`src/rtl/thermo_sel_pkg.sv`:
```
// Shared constants for the thermometer-select arbiter: select width, the four
// legal mux codes and the arbiter state encoding.
package thermo_sel_pkg;

    localparam int SEL_W = 260;

    localparam logic [SEL_W-1:0] SEL_CODE_A = '0;
    localparam logic [SEL_W-1:0] SEL_CODE_B = SEL_W'(16'h000F);
    localparam logic [SEL_W-1:0] SEL_CODE_C = SEL_W'(16'h00FF);
    localparam logic [SEL_W-1:0] SEL_CODE_D = SEL_W'(16'hFFFF);

    typedef enum logic {
        ST_IDLE = 1'b0,
        ST_HOLD = 1'b1
    } state_t;

    // Map a winner index onto its mux code; every index has a legal code.
    function automatic logic [SEL_W-1:0] sel_code(input logic [1:0] idx);
        logic [SEL_W-1:0] code;
        case (idx)
            2'd0:    code = SEL_CODE_A;
            2'd1:    code = SEL_CODE_B;
            2'd2:    code = SEL_CODE_C;
            default: code = SEL_CODE_D;
        endcase
        return code;
    endfunction

endpackage

```
`src/rtl/rr_pick4.sv`:
```
// Combinational cyclic priority picker: first set request bit scanning
// upward from ptr, wrapping at 3.
module rr_pick4 (
    input  logic [3:0] req,
    input  logic [1:0] ptr,
    output logic [1:0] idx,
    output logic       any
);

    logic [1:0] cand;
    logic       found;

    always_comb begin
        idx   = ptr;
        found = 1'b0;
        cand  = ptr;
        for (int k = 0; k < 4; k++) begin
            cand = ptr + 2'(k);
            if (!found && req[cand]) begin
                idx   = cand;
                found = 1'b1;
            end
        end
        any = |req;
    end

endmodule

```
`src/rtl/thermo_sel_arbiter.sv`:
```
// Round-robin arbiter producing the thermometer select code for the four-way
// output mux, with a minimum dwell per grant and an optional post-dwell freeze.
//
//   state   | meaning
//   --------+-------------------------------------------------------------
//   ST_IDLE | no grant; sel keeps its last legal code, waiting for req
//   ST_HOLD | grant active; cnt counts down the dwell, then re-arbitrate,
//           | freeze (lock) or release to IDLE
module thermo_sel_arbiter #(
    parameter int DWELL = 4,
    parameter int SEL_W = thermo_sel_pkg::SEL_W
) (
    input  logic             clk,
    input  logic             rst_n,
    input  logic [3:0]       req,
    input  logic             lock,
    output logic [SEL_W-1:0] sel,
    output logic [3:0]       grant,
    output logic             busy
);
    import thermo_sel_pkg::*;

    localparam int CNT_W = (DWELL > 1) ? $clog2(DWELL) : 1;
    localparam logic [CNT_W-1:0] CNT_LOAD = CNT_W'(DWELL - 1);

    state_t           state, state_nx;
    logic [1:0]       rr_ptr, rr_ptr_nx;
    logic [CNT_W-1:0] cnt, cnt_nx;
    logic [SEL_W-1:0] sel_nx;
    logic [3:0]       grant_nx;
    logic             busy_nx;

    logic [1:0]       pick_idx;
    logic             pick_any;

    rr_pick4 u_pick (
        .req (req),
        .ptr (rr_ptr),
        .idx (pick_idx),
        .any (pick_any)
    );

    always_ff @(posedge clk or negedge rst_n) begin
        if (!rst_n) begin
            state  <= ST_IDLE;
            rr_ptr <= 2'd0;
            cnt    <= '0;
            sel    <= SEL_CODE_A;
            grant  <= 4'b0000;
            busy   <= 1'b0;
        end else begin
            state  <= state_nx;
            rr_ptr <= rr_ptr_nx;
            cnt    <= cnt_nx;
            sel    <= sel_nx;
            grant  <= grant_nx;
            busy   <= busy_nx;
        end
    end

    always_comb begin
        state_nx  = state;
        rr_ptr_nx = rr_ptr;
        cnt_nx    = cnt;
        sel_nx    = sel;
        grant_nx  = grant;
        busy_nx   = busy;

        case (state)
            ST_IDLE: begin
                if (pick_any) begin
                    state_nx  = ST_HOLD;
                    rr_ptr_nx = pick_idx + 2'd1;
                    cnt_nx    = CNT_LOAD;
                    sel_nx    = sel_code(pick_idx);
                    grant_nx  = 4'b0001 << pick_idx;
                    busy_nx   = 1'b1;
                end
            end
            ST_HOLD: begin
                if (cnt != '0) begin
                    cnt_nx = cnt - 1'b1;
                end else if (!lock) begin
                    // rr_ptr already points one past the outgoing winner.
                    if (pick_any) begin
                        rr_ptr_nx = pick_idx + 2'd1;
                        cnt_nx    = CNT_LOAD;
                        sel_nx    = sel_code(pick_idx);
                        grant_nx  = 4'b0001 << pick_idx;
                    end else begin
                        state_nx = ST_IDLE;
                        grant_nx = 4'b0000;
                        busy_nx  = 1'b0;
                    end
                end
            end
            default: begin
                state_nx = ST_IDLE;
                grant_nx = 4'b0000;
                busy_nx  = 1'b0;
            end
        endcase
    end

endmodule

```
`config.mk`:
```
export PLATFORM = sky130hd
export DESIGN_NAME = thermo_sel_arbiter
export DESIGN_NICKNAME = d
export VERILOG_FILES = /design/src/rtl/thermo_sel_pkg.sv /design/src/rtl/rr_pick4.sv /design/src/rtl/thermo_sel_arbiter.sv
export SDC_FILE = /design/constraint.sdc
export NUM_CORES = 1
export LEC_CHECK = 0
export BUFFER_PORTS_ARGS = -buffer_cell sky130_fd_sc_hd__buf_2
export CAP_MARGIN = 10
export CORE_AREA = 2 2 104 106
export CTS_BUF_LIST = sky130_fd_sc_hd__clkbuf_4
export CTS_CLUSTER_DIAMETER = 100
export DETAILED_ROUTE_END_ITERATION = 10
export DIE_AREA = 0 0 106 108
export GPL_TIMING_DRIVEN = 0
export PLACE_DENSITY = 0.72
export SYNTH_ARGS = -nofsm -noshare
export SYNTH_HDL_FRONTEND = slang
export SYNTH_SLANG_ARGS = --single-unit
export TNS_END_PERCENT = 20
```
`constraint.sdc`:
```
create_clock -name clk -period 2.1 [get_ports clk]
set_input_delay 0.315 -clock clk [delete_from_list [all_inputs] [get_ports clk]]
set_output_delay 0.315 -clock clk [all_outputs]
set_load 0.1 [all_outputs]
```
==> results.ini <==
[clocking]
clkLatencyLatePin_ns = 0.28
clkTransAtPathRegs_ns = 0.09
cts_tree = yes
clk_path_buf_depth = 2
root_buffer = clkbuf_4
clock_sinks = 13
cts_resized = 0
htree_levels = 1
cts_setup_buffers = 0
cts-buffers-inserted = 3

[cells_and_area]
fin_cells = 739
final_layout_size_suffix_gt1_share_pct = 48.4
postLayoutCellArea_mm2 = 0.00388
antenna_cells = 0
fin_nets = 616
area_growth_syn_to_layout_pct = 47.9
final_util_pct = 37.9

[drt]
drcViolationCount = 0
drt_wl_total_um = 4710
drtIter0Drc = 32
vias = 1895
wl_per_cell_um = 6.38
dr.pass1.iters = 4
viasPerCell = 2.56
ant_nets = 0

[floorplanning]
die-area_mm2 = 0.0114
io_pins = 272
start_util_pct = 25.6
die_x_um = 106
die_h_um = 108
fp-row-count = 37
coreArea_mm2 = 0.0102

[placement]
dp_cells = 734
port_buffers = 27
place.gp.congestion = 0.703
place_ws_ns = 0.168
hpwl_um = 4570
post_dp_cell_area_mm2 = 0.00384

[status]
outcome = complete, no violations

[job]
cap_violations = 0

[timing]
fin_skew_ns = 0.00506
period_share_pct = 89.2
tns_ns = 0
drv_slew = 0
final-setup-viol-count = 0
slew_headroom_pct = 61.1
rsz0062_at_grt = false
fin_crit_ns = 1.87
fmax_mhz = 534
hold_viol = 0
layout_setup_ws_ns = 0.226
holdWs_ns = 0.327
worst_slew_pin_slew_ns = 0.576

[global_route]
grt_max_degree = 14
grt_usage_pct = 6.79
grt_pass1_vias = 1339
grt_pass1_wl_um = 6310
antenna_found_initial = 0
grt_overflow = 0

[critical_path]
critical_path_required_ns = 2.28
path_class = register to register
crit_arrival_ns = 2.05
crit_path_start_kind = register
crit_path_end_kind = register
critPathMaxFanout = 7

[synth]
ys_seq_area_share_pct = 12.4
synth-main-ff-cell = dfrtp_1
async_flop_share_pct = 100
synth_top_area_share_pct = 73.6
synthCells = 328
syn_area_mm2 = 0.00262
yosys.area.top_type = buf_4
synth_edf_count = 0
ys_warn_count = 0
ys_types = 28
synth-seq-cells = 13
syn_area_per_cell_um2 = 7.99
synth_area_leaders = buf_4 (74%), dfrtp_1 (12%), ha_1 (2.4%)

[hold_path]
hold_path_class = primary input to register

[power]
ir_drop_uv = 943
power.density_mw_per_mm2 = 1260
p_total_mw = 4.90
p_leak_nw = 2.67

-- power breakdown --
part | switching (mW) | internal [mW]
Combinational | 3.55 | 0.718
Sequential | 0.118 | 0.354
Clock | 0.0886 | 0.0706
Total | 3.76 | 1.14
-- cell type report --
cell class              count  area (um^2)
repair buffers             28          145
flip-flops and latches     13          325
inverters                   2         7.51
clock buffers               3         22.5
multi-input cells         297         1250
clock inverters             1         5.00
well taps                 136          170
plain buffers             259         1950
fillers                  1061         6350
-- kinds of logic (layout without fill, tap and decap cells) --
family                     Yosys count  in the layout  share of synthesized area (%)
buffers and inverters              261            293                           74.5
and+or+nand+nor                     30             30                           5.49
AOI/OAI and AO/OA                   17             17                           4.49
DFF                                 13             13                           12.4
adders and majority gates            5              5                           2.39
other                                1            244                          0.143
muxes                                1              1                          0.573
-- metal layers --
layer	track usage [%]	vias up	wire length [um]
li1	-	1068	-
met1	5.69	675	1300
met5	0	-	0
met4	2.26	0	55
met2	13.7	148	2500
met3	3.38	4	855
-- cell usage after synthesis, types with 2 or more instances --
cell and count:
a21oi_1 2, a22o_1 4, buf_4 257, dfrtp_1 13, ha_1 5, inv_1 2
nand2_1 15, nor2_1 5, nor2b_1 3, o21ai_0 4
-- worst max-delay path, stage by stage, from the launching register on --
cell and delay [ns]:
dfrtp_1 0.45, and3b_1 0.19, o41ai_1 0.54, inv_1 0.17, ha_1 0.22, a22o_1 0.20
-- path summary, 6_finish.rpt --
kind / from / end / depth (start not counted) / slack, ns
min in group asynchronous: rst_n / grant[2]$_DFFE_PN0P_ / 2 / 0.46
worst min-delay path: req[1] / state$_DFF_PN0_ / 3 / 0.33
worst max-delay path: rr_ptr[1]$_DFFE_PN0P_ / grant[1]$_DFFE_PN0P_ / 5 / 0.23
worst min register to register: grant[2]$_DFFE_PN0P_ / grant[2]$_DFFE_PN0P_ / 1 / 0.50
max in group asynchronous: rst_n / grant[3]$_DFFE_PN0P_ / 2 / 1.41
worst max register to register: rr_ptr[1]$_DFFE_PN0P_ / grant[1]$_DFFE_PN0P_ / 5 / 0.23
-- placed cells by master, fill, tap and decap left out, types with 2 or more instances in the layout --
cell type,netlist,final
buf_4,257,257
a22o_1,4,4
dfrtp_1,13,13
nor2b_1,3,3
o21ai_0,4,4
buf_2,1,28
ha_1,5,5
a21oi_1,2,2
clkbuf_4,0,3
inv_1,2,2
nand2_1,15,15
conb_1,1,244
nor2_1,5,5
-- what timing repair did --
item | CTS | global route
setup endpoints to repair | 0 | 0
hold buffers | 1 | 0
endpoints found under the hold margin | 13 | 0
-- sequential cells by signal (all words and copies together) (netlist names) --
register,cells
busy,1
grant,4
cnt,2
sel,3
state,1
rr_ptr,2
(Power assumes the default switching activity.)
